--- src/rtl/glb_cfg_initiator_if.sv ---
// Bus interfaces for the global cfg initiator.
//   glb_host_if : host PIO request/response channel (valid/ready both ways).
//                 master = host, slave = cfg initiator.
//   glb_cfg_if  : tile configuration bus into the westmost tile.
//                 master = cfg initiator, slave = tile chain.

interface glb_host_if #(
    parameter int unsigned ADDR_W = 12,
    parameter int unsigned DATA_W = 32
);
    logic              req_valid;
    logic              req_ready;
    logic              req_write;
    logic [ADDR_W-1:0] req_addr;
    logic [DATA_W-1:0] req_data;
    logic              resp_valid;
    logic              resp_ready;
    logic [DATA_W-1:0] resp_data;
    logic              resp_err;

    modport master (
        output req_valid, req_write, req_addr, req_data, resp_ready,
        input  req_ready, resp_valid, resp_data, resp_err
    );

    modport slave (
        input  req_valid, req_write, req_addr, req_data, resp_ready,
        output req_ready, resp_valid, resp_data, resp_err
    );
endinterface

interface glb_cfg_if #(
    parameter int unsigned ADDR_W = 12,
    parameter int unsigned DATA_W = 32
);
    logic              cfg_wr_clk_en;
    logic              cfg_wr_en;
    logic [ADDR_W-1:0] cfg_wr_addr;
    logic [DATA_W-1:0] cfg_wr_data;
    logic              cfg_rd_clk_en;
    logic              cfg_rd_en;
    logic [ADDR_W-1:0] cfg_rd_addr;
    logic [DATA_W-1:0] cfg_rd_data;
    logic              cfg_rd_data_valid;

    modport master (
        output cfg_wr_clk_en, cfg_wr_en, cfg_wr_addr, cfg_wr_data,
               cfg_rd_clk_en, cfg_rd_en, cfg_rd_addr,
        input  cfg_rd_data, cfg_rd_data_valid
    );

    modport slave (
        input  cfg_wr_clk_en, cfg_wr_en, cfg_wr_addr, cfg_wr_data,
               cfg_rd_clk_en, cfg_rd_en, cfg_rd_addr,
        output cfg_rd_data, cfg_rd_data_valid
    );
endinterface

--- src/rtl/glb_cfg_initiator.sv ---
// Master end of the tile configuration bus. Takes one host PIO request at a
// time, sequences cfg clock-enable / strobe / address / data toward the tile
// chain, waits (with timeout) for read data, and returns one response.
// Ports:
//   clk, reset : single clock, asynchronous active-high reset
//   host       : glb_host_if.slave  - request in, response out
//   cfg        : glb_cfg_if.master  - cfg write/read bus to the tiles
// All outputs are registered.

module glb_cfg_initiator #(
    parameter int unsigned CFG_ADDR_WIDTH = 12,
    parameter int unsigned CFG_DATA_WIDTH = 32,
    parameter int unsigned RD_TIMEOUT     = 63
) (
    input  logic       clk,
    input  logic       reset,
    glb_host_if.slave  host,
    glb_cfg_if.master  cfg
);

    localparam int unsigned TO_WIDTH = $clog2(RD_TIMEOUT + 1);

    typedef enum logic [2:0] {
        IDLE,
        WR_SETUP,
        WR_ISSUE,
        RD_SETUP,
        RD_ISSUE,
        RD_WAIT,
        RESP
    } state_t;

    state_t                    state;
    logic [TO_WIDTH-1:0]       to_cnt;
    logic [CFG_ADDR_WIDTH-1:0] addr_q;
    logic [CFG_DATA_WIDTH-1:0] data_q;

    // Sequencer: every output is updated here alongside the state transition.
    always_ff @(posedge clk or posedge reset) begin
        if (reset) begin
            state              <= IDLE;
            to_cnt             <= '0;
            addr_q             <= '0;
            data_q             <= '0;
            host.req_ready     <= 1'b1;
            host.resp_valid    <= 1'b0;
            host.resp_data     <= '0;
            host.resp_err      <= 1'b0;
            cfg.cfg_wr_clk_en  <= 1'b0;
            cfg.cfg_wr_en      <= 1'b0;
            cfg.cfg_wr_addr    <= '0;
            cfg.cfg_wr_data    <= '0;
            cfg.cfg_rd_clk_en  <= 1'b0;
            cfg.cfg_rd_en      <= 1'b0;
            cfg.cfg_rd_addr    <= '0;
        end else begin
            case (state)
                // req_ready is high exactly while in IDLE, so valid alone is the handshake.
                IDLE: begin
                    if (host.req_valid) begin
                        addr_q         <= host.req_addr;
                        data_q         <= host.req_data;
                        host.req_ready <= 1'b0;
                        if (host.req_write) begin
                            state             <= WR_SETUP;
                            cfg.cfg_wr_clk_en <= 1'b1;
                        end else begin
                            state             <= RD_SETUP;
                            cfg.cfg_rd_clk_en <= 1'b1;
                        end
                    end
                end

                WR_SETUP: begin
                    state           <= WR_ISSUE;
                    cfg.cfg_wr_en   <= 1'b1;
                    cfg.cfg_wr_addr <= addr_q;
                    cfg.cfg_wr_data <= data_q;
                end

                WR_ISSUE: begin
                    state             <= RESP;
                    cfg.cfg_wr_clk_en <= 1'b0;
                    cfg.cfg_wr_en     <= 1'b0;
                    cfg.cfg_wr_addr   <= '0;
                    cfg.cfg_wr_data   <= '0;
                    host.resp_valid   <= 1'b1;
                    host.resp_data    <= '0;
                    host.resp_err     <= 1'b0;
                end

                RD_SETUP: begin
                    state           <= RD_ISSUE;
                    cfg.cfg_rd_en   <= 1'b1;
                    cfg.cfg_rd_addr <= addr_q;
                end

                RD_ISSUE: begin
                    state           <= RD_WAIT;
                    cfg.cfg_rd_en   <= 1'b0;
                    cfg.cfg_rd_addr <= '0;
                    to_cnt          <= '0;
                end

                // Returned data takes priority over a timeout landing in the same cycle.
                RD_WAIT: begin
                    if (cfg.cfg_rd_data_valid) begin
                        state             <= RESP;
                        cfg.cfg_rd_clk_en <= 1'b0;
                        host.resp_valid   <= 1'b1;
                        host.resp_data    <= cfg.cfg_rd_data;
                        host.resp_err     <= 1'b0;
                    end else if (to_cnt == TO_WIDTH'(RD_TIMEOUT - 1)) begin
                        state             <= RESP;
                        cfg.cfg_rd_clk_en <= 1'b0;
                        host.resp_valid   <= 1'b1;
                        host.resp_data    <= '0;
                        host.resp_err     <= 1'b1;
                    end else begin
                        to_cnt <= to_cnt + TO_WIDTH'(1);
                    end
                end

                // Response held stable until consumed; no new request in the consume cycle.
                RESP: begin
                    if (host.resp_ready) begin
                        state           <= IDLE;
                        host.resp_valid <= 1'b0;
                        host.resp_data  <= '0;
                        host.resp_err   <= 1'b0;
                        host.req_ready  <= 1'b1;
                    end
                end

                default: begin
                    state          <= IDLE;
                    host.req_ready <= 1'b1;
                end
            endcase
        end
    end

endmodule

--- src/flat_wrapper.sv ---
// flat-port wrapper written by rule: the top's interface ports become plain ports
module glb_cfg_initiator_flat 
#(
    parameter int unsigned CFG_ADDR_WIDTH = 12,
    parameter int unsigned CFG_DATA_WIDTH = 32,
    parameter int unsigned RD_TIMEOUT     = 63
)
  (clk, reset, host_req_valid, host_req_write, host_req_addr, host_req_data, host_resp_ready, host_req_ready, host_resp_valid, host_resp_data, host_resp_err, cfg_cfg_wr_clk_en, cfg_cfg_wr_en, cfg_cfg_wr_addr, cfg_cfg_wr_data, cfg_cfg_rd_clk_en, cfg_cfg_rd_en, cfg_cfg_rd_addr, cfg_cfg_rd_data, cfg_cfg_rd_data_valid);
  glb_host_if #(.ADDR_W((12)), .DATA_W((32))) host_i ();
  glb_cfg_if #(.ADDR_W((12)), .DATA_W((32))) cfg_i ();
  input  logic clk;
  input  logic reset;
  input wire logic [$bits(host_i.req_valid)-1:0] host_req_valid;
  input wire logic [$bits(host_i.req_write)-1:0] host_req_write;
  input wire logic [$bits(host_i.req_addr)-1:0] host_req_addr;
  input wire logic [$bits(host_i.req_data)-1:0] host_req_data;
  input wire logic [$bits(host_i.resp_ready)-1:0] host_resp_ready;
  output wire logic [$bits(host_i.req_ready)-1:0] host_req_ready;
  output wire logic [$bits(host_i.resp_valid)-1:0] host_resp_valid;
  output wire logic [$bits(host_i.resp_data)-1:0] host_resp_data;
  output wire logic [$bits(host_i.resp_err)-1:0] host_resp_err;
  output wire logic [$bits(cfg_i.cfg_wr_clk_en)-1:0] cfg_cfg_wr_clk_en;
  output wire logic [$bits(cfg_i.cfg_wr_en)-1:0] cfg_cfg_wr_en;
  output wire logic [$bits(cfg_i.cfg_wr_addr)-1:0] cfg_cfg_wr_addr;
  output wire logic [$bits(cfg_i.cfg_wr_data)-1:0] cfg_cfg_wr_data;
  output wire logic [$bits(cfg_i.cfg_rd_clk_en)-1:0] cfg_cfg_rd_clk_en;
  output wire logic [$bits(cfg_i.cfg_rd_en)-1:0] cfg_cfg_rd_en;
  output wire logic [$bits(cfg_i.cfg_rd_addr)-1:0] cfg_cfg_rd_addr;
  input wire logic [$bits(cfg_i.cfg_rd_data)-1:0] cfg_cfg_rd_data;
  input wire logic [$bits(cfg_i.cfg_rd_data_valid)-1:0] cfg_cfg_rd_data_valid;
  assign host_i.req_valid = host_req_valid;
  assign host_i.req_write = host_req_write;
  assign host_i.req_addr = host_req_addr;
  assign host_i.req_data = host_req_data;
  assign host_i.resp_ready = host_resp_ready;
  assign host_req_ready = host_i.req_ready;
  assign host_resp_valid = host_i.resp_valid;
  assign host_resp_data = host_i.resp_data;
  assign host_resp_err = host_i.resp_err;
  assign cfg_cfg_wr_clk_en = cfg_i.cfg_wr_clk_en;
  assign cfg_cfg_wr_en = cfg_i.cfg_wr_en;
  assign cfg_cfg_wr_addr = cfg_i.cfg_wr_addr;
  assign cfg_cfg_wr_data = cfg_i.cfg_wr_data;
  assign cfg_cfg_rd_clk_en = cfg_i.cfg_rd_clk_en;
  assign cfg_cfg_rd_en = cfg_i.cfg_rd_en;
  assign cfg_cfg_rd_addr = cfg_i.cfg_rd_addr;
  assign cfg_i.cfg_rd_data = cfg_cfg_rd_data;
  assign cfg_i.cfg_rd_data_valid = cfg_cfg_rd_data_valid;
  glb_cfg_initiator #(.CFG_ADDR_WIDTH(CFG_ADDR_WIDTH), .CFG_DATA_WIDTH(CFG_DATA_WIDTH), .RD_TIMEOUT(RD_TIMEOUT)) u_core (.clk(clk), .reset(reset), .host(host_i), .cfg(cfg_i));
endmodule
--- config.mk ---
export PLATFORM = sky130hd
export DESIGN_NAME = glb_cfg_initiator_flat
export DESIGN_NICKNAME = d
export VERILOG_FILES = /design/src/rtl/glb_cfg_initiator_if.sv /design/src/rtl/glb_cfg_initiator.sv /design/src/flat_wrapper.sv
export SDC_FILE = /design/constraint.sdc
export NUM_CORES = 1
export LEC_CHECK = 0
export CORE_AREA = 2 2 145 147
export DETAILED_ROUTE_END_ITERATION = 10
export DIE_AREA = 0 0 147 149
export REMOVE_ABC_BUFFERS = 1
export SYNTH_ARGS = -nofsm -noshare
export SYNTH_HDL_FRONTEND = slang
export SYNTH_SLANG_ARGS = --single-unit
export TNS_END_PERCENT = 5
--- constraint.sdc ---
create_clock -name clk -period 4.9 [get_ports clk]
set_clock_uncertainty 0.15 [all_clocks]
set_input_delay 0.735 -clock clk [delete_from_list [all_inputs] [get_ports clk]]
set_output_delay 0.735 -clock clk [all_outputs]
set_load 0.05 [all_outputs]
==> metrics.csv, run 1 <==
metric;value;unit
status;finished, final reports clean;
DRT Pass-1 Iters;4;
WP data required;5090;ps
post-route antenna net violation count;0;
CTS tree;done;
Post-Syn Area;6000;um^2
CTS Hold Bufs;0;
CP peak stage delay;950;ps
clock slew at reported path FFs;60;ps
latest clock arrival within the worst-skew pair;410;ps
CP Capture Type;register;
Post-CTS Setup Repair Bufs;0;
Clock Sinks;148;
clk buf depth;2;
Worst Max-Slew Pin Slew;1190;ps
final hold vios;0;
Final min period;2940;ps
Slew Limit Fails;0;
drt total wl;15.5;mm
core box area;20600;um^2
prevailing post-synth register cell;dfrtp_1;
1st-iter DRT viols;244;
Fin Hold WS;345;ps
fin crit share;0.600;
Max-slew headroom;0.206;
maximum clock rate;340;MHz
initial antenna violation count;0;
first-pass GRT wire length;25.2;mm
WS Path Type;reg2reg;
vias in the first global route;4749;
pwr dens;741;nW/um^2
GPL Wtd Cong;0.764;
crit path cell chain;nand2b_1 -> a21o_2 -> a22o_1;
Synth warnings;0;
arrival time worst endpoint;3140;ps
grt ovf;0;
leakage;3.59;nW
IO Port Bufs;176;
cts bufs inserted;17;
Crit-path slowest cell;a21o_2;
DR WL/cell;16.2;um
Antenna Cells;0;
sequential fraction of the synthesis area;0.617;
largest net degree at the start of global routing;101;
crit path launch type;register;
post-route setup TNS;0;ps
commonest non-fill, non-tap cells in the layout;clkdlybuf4s50_1 (176), dfrtp_1 (147), o21ai_0 (78), nand2_1 (46), a22o_1 (45);
Die Wd;147;um
P&R area growth vs syn;41.1;%
nets@finish;751;
number of enable flip-flop cells after synthesis;0;
Initial Utilization;0.292;
DRC;0;
Mapped Cells;508;
Synth async-reset ratio;1.00;
Setup-failing EPs final;0;
Top Ports;177;
Hold WC Path Type;reg2reg;
total track usage;0.144;
CP max FO;44;
share of cells above drive strength 1;0.112;
commonest non-fill, non-tap cell in the layout;clkdlybuf4s50_1;
H-tree lvl count;4;
DIE AREA;21900;um^2
Syn Area/Cell;11.8;um^2
Max Cap Viol;0;
DP HPWL;9.71;mm
CTS root buffer;clkbuf_16;
Max VDD drop;0.000297;V
#FFs+latches synth;148;
post-CTS resize count;0;
die height;149;um
Vias/cell;4.75;
unrepaired setup endpoints after global routing;false;
std cell rows;53;
vias;4535;
post-synth cell types;46;
-- layer usage --
metal  vias up  share of wire  GRT usage
met5         -              0          0
li1       2129              -          -
met1      2227           0.47      0.198
met3        12          0.076     0.0453
met4         0          0.011     0.0433
met2       167           0.44      0.221
-- worst max-delay path: cells and delay by family, from the launching register on --
family             cells  cell delay, ps
AOI/OAI and AO/OA      2            1200
and+or+nand+nor        1             900
DFF                    1             620
-- sequential cells by signal, indices dropped and copies added, names as in the netlist --
name	flops
u_core.host.resp_err	1
u_core.cfg.cfg_wr_en	1
u_core.cfg.cfg_wr_clk_en	1
u_core.host.req_ready	1
u_core.host.resp_valid	1
u_core.host.resp_data	32
u_core.addr_q	12
u_core.cfg.cfg_wr_data	32
u_core.to_cnt	6
u_core.cfg.cfg_rd_clk_en	1
u_core.cfg.cfg_wr_addr	12
u_core.data_q	32
u_core.state	3
u_core.cfg.cfg_rd_en	1
u_core.cfg.cfg_rd_addr	12
-- Yosys cell counts (2+ instances only) --
cell type / count / area (um^2)
a21oi_1: 21 / 105
a22o_1: 45 / 394
a311oi_1: 12 / 105
and2_1: 2 / 12.5
buf_2: 19 / 95.1
buf_4: 6 / 45.0
buf_6: 2 / 22.5
clkbuf_1: 11 / 41.3
clkbuf_2: 2 / 10.0
dfrtp_1: 147 / 3680
ha_1: 2 / 25.0
inv_1: 18 / 67.6
mux2_2: 27 / 304
mux2_4: 5 / 75.1
mux2i_1: 4 / 40.0
nand2_1: 46 / 173
nand2b_1: 2 / 12.5
nand4_1: 3 / 18.8
nor2_1: 21 / 78.8
nor2b_1: 3 / 18.8
nor3_1: 2 / 10.0
o21ai_0: 78 / 390
o21ai_1: 7 / 35.0
-- area by class of cell --
type                    count  area [um^2]
clock inverters            10         75.1
well taps                 275          344
multi-input cells         301         2010
clock buffers              22          464
repair buffers            181         1800
flip-flops and latches    148         3700
fillers                  1932        12100
inverters                  18         72.6
-- where the power goes --
group | internal (mW) | switching [mW] | total, mW
combinational | 1.07 | 1.92 | 2.99
clock | 0.678 | 0.518 | 1.20
sequential | 1.75 | 0.340 | 2.09
-- metrics by stage --
stage                     total power [mW]  setup WS (ps)   util  cells  area [um^2]
after floorplan                       4.04           37.0      -    467         5780
after global placement                5.05           2010  0.386    923         7930
after detailed placement              5.12           1960  0.386    923         7930
after CTS                             6.36           1960  0.412    955         8470
after global routing                  6.66           1740  0.412    955         8470
final                                 6.28           1960  0.412    955         8470
-- final timing paths --
kind                                             from                         end  depth (start not counted)  slack (ps)
max                                   u_core.state[0]   u_core.cfg.cfg_wr_addr[0]                          3        1960
min reg2reg                u_core.cfg.cfg_wr_data[25]  u_core.cfg.cfg_wr_data[25]                          1         350
min in group asynchronous                       reset   u_core.cfg.cfg_wr_data[0]                          2         720
min                        u_core.cfg.cfg_wr_data[25]  u_core.cfg.cfg_wr_data[25]                          1         350
max in group asynchronous                       reset   u_core.cfg.cfg_wr_addr[8]                          3        2900
max reg2reg                           u_core.state[0]   u_core.cfg.cfg_wr_addr[0]                          3        1960
-- cell families after synthesis --
group / Yosys count / synth area share
multiplexers: 36 / 0.0698
flip-flops: 148 / 0.617
adder cells (fa/ha/maj): 2 / 0.00417
AND/OR/NAND/NOR: 91 / 0.0734
AO/OA/AOI/OAI: 172 / 0.186
buffers and inverters: 59 / 0.0494
No activity file was read; power rests on OpenSTA's default activity.
==> run 2, diff against run 1 <==
==> constraint.sdc (replaced) <==
create_clock -name clk -period 2.41 [get_ports clk]
set_clock_uncertainty 0.15 [all_clocks]
set_input_delay 0.3615 -clock clk [delete_from_list [all_inputs] [get_ports clk]]
set_output_delay 0.3615 -clock clk [all_outputs]
set_load 0.05 [all_outputs]
==> metrics.csv, run 2 (synthesis results as in run 1) <==
metric;value;unit
status;finished, final reports clean;
Hold WC Path Type;in2async;
worst path buffer plus inverter count;1;
final hold vios;0;
latest clock arrival within the worst-skew pair;410;ps
DRT Pass-1 Iters;4;
clk buf depth;2;
Tot Pwr;13.4;mW
crit path cell chain;inv_1 -> ha_2 -> nand4_1 -> o31ai_4 -> o21ai_0;
nets@finish;759;
die height;149;um
Slew Limit Fails;0;
unrepaired setup endpoints after global routing;true;
share of cells above drive strength 1;0.126;
std cell rows;53;
crit path launch type;register;
Max Cap Viol;0;
CP Capture Type;register;
core box area;20600;um^2
pre-CTS setup slack;-25.6;ps
Clock Sinks;148;
commonest non-fill, non-tap cell in the layout;clkdlybuf4s50_1;
Initial Utilization;0.292;
initial antenna violation count;0;
1st-iter DRT viols;236;
Max-slew headroom;0.247;
DP HPWL;10.2;mm
vias in the first global route;4774;
vias;4631;
CP peak stage delay;930;ps
Setup-failing EPs final;0;
filler instances;1927;
cts bufs inserted;17;
Worst Max-Slew Pin Slew;1130;ps
leakage;3.70;nW
maximum clock rate;423;MHz
CTS Hold Bufs;0;
Final min period;2360;ps
CP max FO;34;
Top Ports;177;
Largest regs;u_core.cfg.cfg_wr_data x32, u_core.data_q x32, u_core.host.resp_data x32;
post-route antenna net violation count;0;
final setup margin;45.1;ps
fin crit share;0.981;
P&R area growth vs syn;44.9;%
WS Path Type;reg2reg;
largest net degree at the start of global routing;66;
CTS tree;done;
IO Port Bufs;176;
Crit-path slowest cell;o31ai_4;
post-route setup TNS;0;ps
first-pass GRT wire length;25.7;mm
Non-Filler Instances;963;
GPL Wtd Cong;0.808;
Max VDD drop;0.000616;V
drt total wl;15.7;mm
pwr dens;1540;nW/um^2
Vias/cell;4.81;
total track usage;0.148;
arrival time worst endpoint;2450;ps
DIE AREA;21900;um^2
Die Wd;147;um
CTS root buffer;clkbuf_16;
DP Cell Count;931;
DRC;0;
crit-path leading delay family;compound AO/OA/AOI/OAI gates;
Antenna Cells;0;
commonest non-fill, non-tap cells in the layout;clkdlybuf4s50_1 (176), dfrtp_1 (147), o21ai_0 (77), nand2_1 (46), a22o_1 (45);
Post-CTS Setup Repair Bufs;0;
WP data required;2490;ps
clock slew at reported path FFs;60;ps
H-tree lvl count;4;
DR WL/cell;16.3;um
grt ovf;0;
[run 2: stage by stage]
step | util | cell area (um^2) | hold slack (ps)
after floorplan | - | 5780 | 319
final | 0.423 | 8700 | 179
after global routing | 0.423 | 8700 | 194
after CTS | 0.423 | 8700 | 169
after global placement | 0.391 | 8040 | 327
after detailed placement | 0.391 | 8040 | 331
[run 2: area by class of cell]
| type | instances | area [um^2] | share of cell area |
|---|---|---|---|
| multi-input cells | 301 | 2010 | 0.231 |
| well taps | 275 | 344 | 0.0395 |
| repair buffers | 189 | 1910 | 0.219 |
| inverters | 18 | 72.6 | 0.00834 |
| clock inverters | 12 | 201 | 0.0231 |
| flip-flops and latches | 148 | 3700 | 0.426 |
| clock buffers | 20 | 457 | 0.0525 |
[run 2: layer usage]
layer,up-vias,track usage,share of wire
met5,-,0,0
met4,0,0.0361,0.0074
met3,10,0.0532,0.077
met2,158,0.229,0.46
met1,2323,0.200,0.45
li1,2140,-,-
[run 2: repair_timing]
action / CTS / global route
resized for setup: 1 / 1
setup endpoints to repair: 5 / 34
pin swaps: 0 / 3
[run 2: report_power, final]
part	internal (mW)	leakage, nW	switching [mW]
combinational	2.27	1.50	3.97
clock	1.90	0.317	1.04
sequential	3.56	1.89	0.669
total	7.73	3.70	5.68
[run 2: final timing paths]
kind / start / end / slack (ps) / cells past startpoint
worst max register to register: u_core.to_cnt[0] / u_core.host.resp_data[1] / 50 / 5
worst min register to register: u_core.data_q[5] / u_core.cfg.cfg_wr_data[5] / 340 / 1
worst min-delay path: reset / u_core.data_q[2] / 180 / 2
min in group clk: u_core.data_q[5] / u_core.cfg.cfg_wr_data[5] / 340 / 1
max in group asynchronous: reset / u_core.data_q[23] / 1250 / 3
worst max-delay path: u_core.to_cnt[0] / u_core.host.resp_data[1] / 50 / 5
